[config.mk]
export PLATFORM = sky130hd
export DESIGN_NAME = wb_stage
export DESIGN_NICKNAME = d
export VERILOG_FILES = /design/src/rtl/rv32_pkg.sv /design/src/rtl/wb_md_fifo.sv /design/src/rtl/wb_stage.sv
export SDC_FILE = /design/constraint.sdc
export NUM_CORES = 1
export LEC_CHECK = 0
export CAP_MARGIN = 30
export CORE_MARGIN = 1
export CORE_UTILIZATION = 40
export CTS_BUF_LIST = sky130_fd_sc_hd__clkbuf_16
export DETAILED_ROUTE_END_ITERATION = 12
export GPL_TIMING_DRIVEN = 0
export PLACE_DENSITY_LB_ADDON = 0.25
export SYNTH_ARGS = -nofsm -noshare
export SYNTH_HDL_FRONTEND = slang
export SYNTH_SLANG_ARGS = --single-unit
[constraint.sdc]
create_clock -name clk -period 8 [get_ports clk]
set_input_delay 2 -clock clk [delete_from_list [all_inputs] [get_ports clk]]
set_output_delay 2 -clock clk [all_outputs]
set_load 0.1 [all_outputs]
[src/rtl/rv32_pkg.sv]
// rv32_pkg: definitions shared across the RV32IM pipeline slice.
//   - XLEN / REG_W: datapath and register-index widths.
//   - load_f3_e: funct3 encodings of the load instructions.
//   - MD_ENTRY_W: width of one buffered mul/div result ({rd, data}).
package rv32_pkg;

  localparam int XLEN       = 32;
  localparam int REG_W      = 5;
  localparam int MD_ENTRY_W = REG_W + XLEN;

  typedef enum logic [2:0] {
    F3_LB  = 3'b000,
    F3_LH  = 3'b001,
    F3_LW  = 3'b010,
    F3_LBU = 3'b100,
    F3_LHU = 3'b101
  } load_f3_e;

endpackage

[src/rtl/wb_md_fifo.sv]
// wb_md_fifo: DEPTH-entry FIFO of {rd, data} mul/div results.
// Ports:
//   clk, rst          clock, asynchronous active-high reset (empties the FIFO)
//   push, push_data   write one entry (ignored when full unless popping too)
//   pop               remove the head entry (ignored when empty)
//   head              current head entry, valid while !empty
//   full, empty       occupancy flags, decoded from the pointers only
module wb_md_fifo import rv32_pkg::*; #(
  parameter int DEPTH = 2
) (
  input  logic                  clk,
  input  logic                  rst,
  input  logic                  push,
  input  logic [MD_ENTRY_W-1:0] push_data,
  input  logic                  pop,
  output logic [MD_ENTRY_W-1:0] head,
  output logic                  full,
  output logic                  empty
);

  localparam int AW = $clog2(DEPTH);

  // Pointers carry one extra wrap bit so full and empty can be told apart.
  logic [AW:0]           wr_ptr_r;
  logic [AW:0]           rd_ptr_r;
  logic [MD_ENTRY_W-1:0] mem_r [DEPTH];
  logic                  push_ok_s;
  logic                  pop_ok_s;

  assign empty     = (wr_ptr_r == rd_ptr_r);
  assign full      = (wr_ptr_r[AW] != rd_ptr_r[AW]) &&
                     (wr_ptr_r[AW-1:0] == rd_ptr_r[AW-1:0]);
  assign pop_ok_s  = pop && !empty;
  // When full, a push is only safe because the head slot is freed in the same edge.
  assign push_ok_s = push && (!full || pop_ok_s);
  assign head      = mem_r[rd_ptr_r[AW-1:0]];

  // Pointer update; reset flushes all entries.
  always_ff @(posedge clk or posedge rst) begin
    if (rst) begin
      wr_ptr_r <= '0;
      rd_ptr_r <= '0;
    end else begin
      if (push_ok_s) begin
        wr_ptr_r <= wr_ptr_r + {{AW{1'b0}}, 1'b1};
      end
      if (pop_ok_s) begin
        rd_ptr_r <= rd_ptr_r + {{AW{1'b0}}, 1'b1};
      end
    end
  end

  // Entry storage; contents are meaningless until written, so no reset.
  always_ff @(posedge clk) begin
    if (push_ok_s) begin
      mem_r[wr_ptr_r[AW-1:0]] <= push_data;
    end
  end

endmodule

[src/rtl/wb_stage.sv]
// wb_stage: writeback stage of the RV32IM pipeline.
// Registers MEM results (with load alignment/extension), merges buffered
// mul/div results into the single register-file write port, tracks
// destinations still awaiting a mul/div result, and requests a decode
// bubble when a buffered result has waited too long.
// Ports:
//   clk, rst                         clock, asynchronous active-high reset
//   mem_*                            MEM-stage instruction and its results
//   md_issue, md_issue_rd            decode issued a mul/div to this rd
//   md_valid, md_rd, md_result       mul/div result offer; md_ready accepts
//   reg_write, rd_wb, wd             register-file write port (registered)
//   md_pending                       bit i set while xi awaits a mul/div result
//   wb_stall                         ask decode for one bubble (registered)
module wb_stage import rv32_pkg::*; #(
  parameter int MD_DEPTH     = 2,
  parameter int STARVE_LIMIT = 3
) (
  input  logic        clk,
  input  logic        rst,
  input  logic        mem_valid,
  input  logic        mem_reg_write,
  input  logic        mem_memtoreg,
  input  logic [2:0]  mem_funct3,
  input  logic [1:0]  mem_addr_lo,
  input  logic [4:0]  mem_rd,
  input  logic [31:0] mem_alu_result,
  input  logic [31:0] mem_load_data,
  input  logic        md_issue,
  input  logic [4:0]  md_issue_rd,
  input  logic        md_valid,
  input  logic [4:0]  md_rd,
  input  logic [31:0] md_result,
  output logic        md_ready,
  output logic        reg_write,
  output logic [4:0]  rd_wb,
  output logic [31:0] wd,
  output logic [31:0] md_pending,
  output logic        wb_stall
);

  localparam int AGE_W = (STARVE_LIMIT < 1) ? 1 : $clog2(STARVE_LIMIT + 1);

  logic                  pipe_wr_s;
  logic [7:0]            byte_s;
  logic [15:0]           half_s;
  logic [31:0]           load_data_s;
  logic [31:0]           pipe_data_s;
  logic                  md_push_s;
  logic                  md_pop_s;
  logic                  fifo_full_s;
  logic                  fifo_empty_s;
  logic [MD_ENTRY_W-1:0] head_s;
  logic [4:0]            head_rd_s;
  logic [31:0]           head_data_s;
  logic [31:0]           set_mask_s;
  logic [31:0]           clr_mask_s;
  logic [AGE_W-1:0]      age_next_s;

  logic                  reg_write_r;
  logic [4:0]            rd_wb_r;
  logic [31:0]           wd_r;
  logic [31:0]           md_pending_r;
  logic                  wb_stall_r;
  logic [AGE_W-1:0]      age_r;

  assign pipe_wr_s   = mem_valid && mem_reg_write && (mem_rd != 5'd0);
  // rd = 0 results are acknowledged but dropped on the floor.
  assign md_push_s   = md_valid && !fifo_full_s && (md_rd != 5'd0);
  // Pipeline writes always win the port; the buffer drains in gaps.
  assign md_pop_s    = !pipe_wr_s && !fifo_empty_s;
  assign md_ready    = !fifo_full_s;
  assign head_rd_s   = head_s[MD_ENTRY_W-1:XLEN];
  assign head_data_s = head_s[XLEN-1:0];

  assign reg_write   = reg_write_r;
  assign rd_wb       = rd_wb_r;
  assign wd          = wd_r;
  assign md_pending  = md_pending_r;
  assign wb_stall    = wb_stall_r;

  wb_md_fifo #(.DEPTH(MD_DEPTH)) u_md_fifo (
    .clk       (clk),
    .rst       (rst),
    .push      (md_push_s),
    .push_data ({md_rd, md_result}),
    .pop       (md_pop_s),
    .head      (head_s),
    .full      (fifo_full_s),
    .empty     (fifo_empty_s)
  );

  // Load alignment and extension; misaligned LH uses the addr[1] halfword.
  always_comb begin
    byte_s      = 8'h00;
    load_data_s = mem_load_data;
    pipe_data_s = mem_alu_result;
    case (mem_addr_lo)
      2'b00:   byte_s = mem_load_data[7:0];
      2'b01:   byte_s = mem_load_data[15:8];
      2'b10:   byte_s = mem_load_data[23:16];
      2'b11:   byte_s = mem_load_data[31:24];
      default: byte_s = mem_load_data[7:0];
    endcase
    if (mem_addr_lo[1]) begin
      half_s = mem_load_data[31:16];
    end else begin
      half_s = mem_load_data[15:0];
    end
    case (load_f3_e'(mem_funct3))
      F3_LB:   load_data_s = {{24{byte_s[7]}}, byte_s};
      F3_LH:   load_data_s = {{16{half_s[15]}}, half_s};
      F3_LBU:  load_data_s = {24'h000000, byte_s};
      F3_LHU:  load_data_s = {16'h0000, half_s};
      default: load_data_s = mem_load_data;
    endcase
    if (mem_memtoreg) begin
      pipe_data_s = load_data_s;
    end else begin
      pipe_data_s = mem_alu_result;
    end
  end

  // Scoreboard masks and head-entry age; age saturates at the stall threshold.
  always_comb begin
    set_mask_s = 32'h0000_0000;
    clr_mask_s = 32'h0000_0000;
    age_next_s = '0;
    if (md_issue && (md_issue_rd != 5'd0)) begin
      set_mask_s = 32'h0000_0001 << md_issue_rd;
    end else begin
      set_mask_s = 32'h0000_0000;
    end
    if (md_pop_s) begin
      clr_mask_s = 32'h0000_0001 << head_rd_s;
    end else begin
      clr_mask_s = 32'h0000_0000;
    end
    if (fifo_empty_s || md_pop_s) begin
      age_next_s = '0;
    end else if (age_r >= AGE_W'(STARVE_LIMIT)) begin
      age_next_s = age_r;
    end else begin
      age_next_s = age_r + AGE_W'(1);
    end
  end

  // Write-port arbitration, scoreboard and starvation state.
  always_ff @(posedge clk or posedge rst) begin
    if (rst) begin
      reg_write_r  <= 1'b0;
      rd_wb_r      <= 5'd0;
      wd_r         <= 32'h0000_0000;
      md_pending_r <= 32'h0000_0000;
      wb_stall_r   <= 1'b0;
      age_r        <= '0;
    end else begin
      if (pipe_wr_s) begin
        reg_write_r <= 1'b1;
        rd_wb_r     <= mem_rd;
        wd_r        <= pipe_data_s;
      end else if (md_pop_s) begin
        reg_write_r <= 1'b1;
        rd_wb_r     <= head_rd_s;
        wd_r        <= head_data_s;
      end else begin
        reg_write_r <= 1'b0;
      end
      // Applying the set after the clear makes a same-cycle re-issue win.
      md_pending_r <= (md_pending_r & ~clr_mask_s) | set_mask_s;
      age_r        <= age_next_s;
      wb_stall_r   <= (age_next_s >= AGE_W'(STARVE_LIMIT));
    end
  end

endmodule

# After elaboration in Yosys (flattened, before gate mapping)
# Memories as Yosys holds them, arrays and structs flattened.
# Index checks and enable logic that the tools add are counted.
dict set report classes {
  add_sub_neg 3
  order_cmp 2
  n_eq_ne 9
  shift 2
  muxes 16
  bitwise_logic 3
  reduce_logical 20
}
# cell n
set op_table {}
lappend op_table {{$mux W32} 5}
lappend op_table {{$pmux W32 S4} 1}
lappend op_table {{$shl A1 B5 Y32 const A} 2}
lappend op_table {{$and A32 B32 Y32} 1}
lappend op_table {{$not A32 Y32} 1}
lappend op_table {{$or A32 B32 Y32} 1}
lappend op_table {{$pmux W8 S4} 1}
lappend op_table {{$mux W16} 1}
lappend op_table {{$reduce_bool A5 Y1} 3}
lappend op_table {{$mux W5} 2}
lappend op_table {{$logic_and A1 B1 Y1} 9}
lappend op_table {{$add A2 B1 Y2 const B} 3}
lappend op_table {{$eq A3 B3 Y1 const B} 2}
lappend op_table {{$eq A2 B2 Y1 const B} 2}
lappend op_table {{$ge A2 B2 Y1 const B} 2}
lappend op_table {{$mux W1} 4}
lappend op_table {{$mux W2} 2}
lappend op_table {{$eq A3 B1 Y1 const B} 1}
lappend op_table {{$logic_not A1 Y1} 3}
lappend op_table {{$logic_not A3 Y1} 1}
lappend op_table {{$eq A2 B1 Y1 const B} 1}
lappend op_table {{$eq A2 B2 Y1} 1}
lappend op_table {{$logic_not A2 Y1} 1}
lappend op_table {{$logic_or A1 B1 Y1} 2}
lappend op_table {{3 further kinds} 3}
dict set report totals {
  regBits 77
  mem_bits_rw 74
  input_bits 123
  elab_cells 64
  n_memories 1
}
# name words width rd rd_clocked_by_memory_dff wr line_no
set mem_list {}
lappend mem_list {u_md_fifo.mem_r 2 37 1 0 1 wb_md_fifo.sv:26} ;# logic [MD_ENTRY_W-1:0] mem_r [DEPTH];

# Logic depth before layout (Yosys ltp)
dict set report depth {
  ltp_word 9
  depth_mapped 8
}

# Hierarchy
# From an unflattened synthesis, not the netlist that was laid out.
dict set report unflattened {
  hier_cells 597
  area_unflattened_um2 7412.1
}
# module n_inst cells_per_inst area_each_um2 seq_area_each_um2
set modules_own_cells {}
lappend modules_own_cells {wb_stage 1 452 4505.6 1826.8}
lappend modules_own_cells {wb_md_fifo 1 145 2906.5 2322.2}

# Least setup slack after synthesis
# Ideal clock, no wire load.
dict set report synth_path {
  path_kind {input port to flip-flop}
  start {in md_rd[0]}
  end {mem u_md_fifo.mem_r[1][0] in the netlist's numbering, enable pin}
  setup_ns 0.434
  t_arrival_ns 3.911
  path_slack_ns 3.655
  cell_stages 3
  cell_sequence {or4_1 o221ai_1 nor2_1}
}
dict set report synth_via {
  elab_chain_len 5
}
# element line_no
set synth_lines {}
lappend synth_lines {{start: declaration} wb_stage.sv:31} ;# input logic [4:0] md_rd,
lappend synth_lines {{$reduce_bool A5 Y1} wb_stage.sv:68} ;# assign md_push_s = md_valid && !fifo_full_s && (md_rd != 5'd0);
lappend synth_lines {{$logic_and A1 B1 Y1} wb_stage.sv:68}
lappend synth_lines {{$logic_and A1 B1 Y1} wb_md_fifo.sv:35} ;# assign push_ok_s = push && (!full || pop_ok_s);
lappend synth_lines {{$mux W1} wb_md_fifo.sv:55} ;# if (push_ok_s) begin
lappend synth_lines {{$mux W1 (not written as such)} wb_md_fifo.sv:56} ;# mem_r[wr_ptr_r[AW-1:0]] <= push_data;
lappend synth_lines {{end: declaration} wb_md_fifo.sv:26}
# No other way between the ends.

# Worst setup path in the final report
dict set report layout_path {
  start {reg u_md_fifo.rd_ptr_r[1]}
  end {out md_ready}
}
dict set report layout_via {
  elab_chain_len 3
}
# element line_no
set layout_lines {}
lappend layout_lines {{start: declaration} wb_md_fifo.sv:25} ;# logic [AW:0] rd_ptr_r;
lappend layout_lines {{start signal: assignment} wb_md_fifo.sv:48} ;# rd_ptr_r <= rd_ptr_r + {{AW{1'b0}}, 1'b1};
lappend layout_lines {{$ne A1 B1 Y1} wb_md_fifo.sv:31} ;# assign full = (wr_ptr_r[AW] != rd_ptr_r[AW]) &&
lappend layout_lines {{$logic_and A1 B1 Y1} wb_md_fifo.sv:31}
lappend layout_lines {{$logic_not A1 Y1} wb_stage.sv:71} ;# assign md_ready = !fifo_full_s;
lappend layout_lines {{end: declaration} wb_stage.sv:33} ;# output logic md_ready,
# No other way between the ends.

==> results.toml <==
[worst_setup_path]
critical_path.startpoint = "u_md_fifo.rd_ptr_r[1]$_DFFE_PP0P_"
endpoint = "md_ready"
worstSetupPathType = "reg -> out"
ff_to_ff_path_depth = 5
timing.critical_path.fanout_max = 10
critical_path.reg2reg.startpoint = "u_md_fifo.wr_ptr_r[0]$_DFFE_PP0P_"
cp_data_arrival_time_ns = 2.90
category_of_the_worst_setup_path_launch_point = "register"
timing.critical_path.required_ns = 6.00
r2r-end = "u_md_fifo.mem_r[1][24]$_DFFE_PP_"
reg2reg_setup_slack_ns = 5.27
critical_path.endpoint_type = "output port"

[synth]
synth-async-reset-ratio_pct = 50.99
netlist-cell-type-count = 50
synth_top_cell_by_area = "edfxtp_1"
synth.most_common_cell = "o21ai_0"
post-synth-top-area-fraction_pct = 30.67
synth_enable_flop_cells = 74
synthesis.nets = 762
synth_seq_cells = 151
netlist_top_cells_area = "edfxtp_1, dfrtp_1, o21ai_0, mux2i_1, a221oi_1"
synthesis.yosys.warnings = 0
synth_area_per_inst_um2 = 11.34
yosysSeqAreaShare_pct = 57.27
ys_top_cells_by_count = "o21ai_0, dfrtp_1, edfxtp_1"
synth_cells = 639
synth.cell_area_um2 = 7244
synth_flop_cell = "dfrtp_1"

[die]
dieWidth_um = 136.6
die_area_um2 = 18650
dieHeight_um = 136.6
std_cell_rows = 48
num_io_pins = 195
core_area_um2 = 17480
start_util_pct = 41.45

[run_status]
status = "complete, no violations"

[global_routing]
grt_pass1_wl_um = 34860
grt_max_degree = 58
globalRouteMet3Util_pct = 6.815
met1_usage_pct = 32.84
globalRouteMet2Util_pct = 41.37
track_usage_pct = 25.62
globalRouteOverflowTotal = 0
grt_busiest_layer = "met2"
grt_pass1_vias = 6269
antenna_found_initial = 0

[clocking]
cts_buffers = 17
worst_setup_hold_path_clk_slew_ns = 0.06
cts-hold-fix-buffers = 0
root_buffer = "clkbuf_16"
total_clock_sinks = 151
max-clock-path-buffers = 2
ctsResizeCount = 0
clk-insertion-delay-late_ns = 0.43
tritoncts = "built"
cts.htree.levels = 4
post-cts-setup-buffers = 0

[sta]
finalMaxSlewViolations = 0
layout_setup_ws_ns = 3.095
skew_ns = 0.009152
worst_hold_slack_ns = 0.4460
achievable-frequency_mhz = 203.9
finalCriticalPeriod_ns = 4.905
hold_viol = 0
final.setup.tns_ns = 0
worst_slew_pin_slew_ns = 1.042
timing.slew.headroom_pct = 30.30
min_period_over_period_pct = 61.31
setup_repair_after_global_routing_missed_its_margin = "no"
final-setup-viol-count = 0

[power]
p_seq_share_pct = 26.8
power_density_nw_per_um2 = 452.7
internal_power_uw = 2298
static_power_due_to_leakage_uw = 0.003763
ir_drop_uv = 391.9
netSwitchingPower_uw = 2337
switching_share_pct = 50.41
p_clk_share_pct = 16.7
combPwrFrac_pct = 56.5

[placement]
placement.cell_area_um2 = 9648
dp.final_hpwl_um = 17190
place_congestion = 0.8951
io_buffer_count = 191
pre_cts_slack_ns = 3.539

[detailed_routing]
initialDrtViolationCount = 493
vias_per_cell = 5.759
num_vias = 6306
wl_per_cell_um = 20.89
route.antenna.remaining_nets = 0
detail_route.first_pass.iterations = 5
remaining_drc_errors = 0
routed_wirelength_um = 22870

[run]
timing.max_cap.violations = 0

[layout]
finalInstanceArea_um2 = 10240
layout-area-overhead-vs-synth_pct = 41.31
num-nets-final = 980
final.fill_count = 1469
multi_input_comb_area_um2 = 2828
diodes = 0
final_layout_size_suffix_gt1_share_pct = 6.437
final-seq-area_um2 = 4149

[worst_hold_path]
hold_class = "reg -> reg"
worst_hold_path.num_cells = 1
## routing by layer
| metal | vias to the layer above | share of wire (%) |
|---|---|---|
| li1 | 2908 | - |
| met1 | 3057 | 42 |
| met2 | 303 | 48 |
| met3 | 38 | 8.2 |
| met4 | 0 | 2.4 |
| met5 | - | 0 |
## layout make-up
cell class                 instances  area share (%)
multi-input combinational        418           27.62
inverter                          21          0.7944
timing repair buffer             199           20.83
clock inverter                    15           1.332
tap                              225           2.750
clock buffer                      17           4.155
buffer                            49           1.992
sequential                       151           40.53
## flip-flops by register name, indices dropped and copies added, names as in the netlist
signal              count
wd                     32
u_md_fifo.mem_r        74
md_pending             32
wb_stall                1
u_md_fifo.wr_ptr_r      2
age_r                   2
rd_wb                   5
reg_write               1
u_md_fifo.rd_ptr_r      2
## cells in the final DEF (no fill, tap or decap), types with 4 or more instances in the layout
cell               n
o21ai_1            4
nand2b_1          11
nand2_1           28
nor2b_1           11
a221oi_1          23
clkbuf_1          36
clkbuf_16         17
mux2i_1           49
xnor2_1            5
o22ai_1           24
clkinvlp_4         4
nor2_1            23
o21ai_0          109
clkdlybuf4s50_1  191
a2111oi_0          7
buf_16             8
a221o_1           14
nand3_1           20
buf_2             10
a21o_1             6
o211ai_1          16
clkinv_1           5
o21a_1            14
edfxtp_1          74
a21oi_1            8
o2111ai_1          7
inv_1             20
dfrtp_1           77
## per-stage QoR
stage / std cells / util (%) / power (uW)
6_report: 1095 / 58.58 / 4635
3_3_place_gp: 1055 / 54.00 / 3721
2_1_floorplan: 639 / - / 3035
3_5_place_dp: 1062 / 55.20 / 3846
5_1_grt: 1095 / 58.58 / 4833
4_1_cts: 1094 / 58.42 / 4626
## power by group through the flow
stage	Combinational, uW	Clock (uW)	Sequential (uW)
6_report	2620	775	1240
5_1_grt	2760	811	1270
4_1_cts	2600	783	1240
3_5_place_dp	2600	0	1250
3_3_place_gp	2460	0	1260
2_1_floorplan	822	0	2210
## critical path, cell delays in order, from the launching register on
cell	delay (ns)
dfrtp_1	0.42
xor2_1	0.33
buf_2	0.28
clkbuf_1	0.32
nand2_1	0.14
clkdlybuf4s50_1	1.00
## worst min path at each step
| stage | startpoint | to |
|---|---|---|
| after floorplan | age_r[0]$_DFF_PP0_ | age_r[0]$_DFF_PP0_ |
| final | age_r[0]$_DFF_PP0_ | age_r[0]$_DFF_PP0_ |
| after global placement | age_r[0]$_DFF_PP0_ | age_r[0]$_DFF_PP0_ |
| after CTS | age_r[0]$_DFF_PP0_ | age_r[0]$_DFF_PP0_ |
| after global routing | age_r[0]$_DFF_PP0_ | age_r[0]$_DFF_PP0_ |
| after detailed placement | age_r[0]$_DFF_PP0_ | age_r[0]$_DFF_PP0_ |
## cell families after synthesis
group,share of synthesized area (%)
xor gates and xnor gates,0.9672
AOI/OAI and AO/OA,23.06
and+or+nand+nor,7.099
buffers and inverters,3.903
muxes,7.703
DFF,57.27
Note: power is estimated with default switching activity, not from simulation.
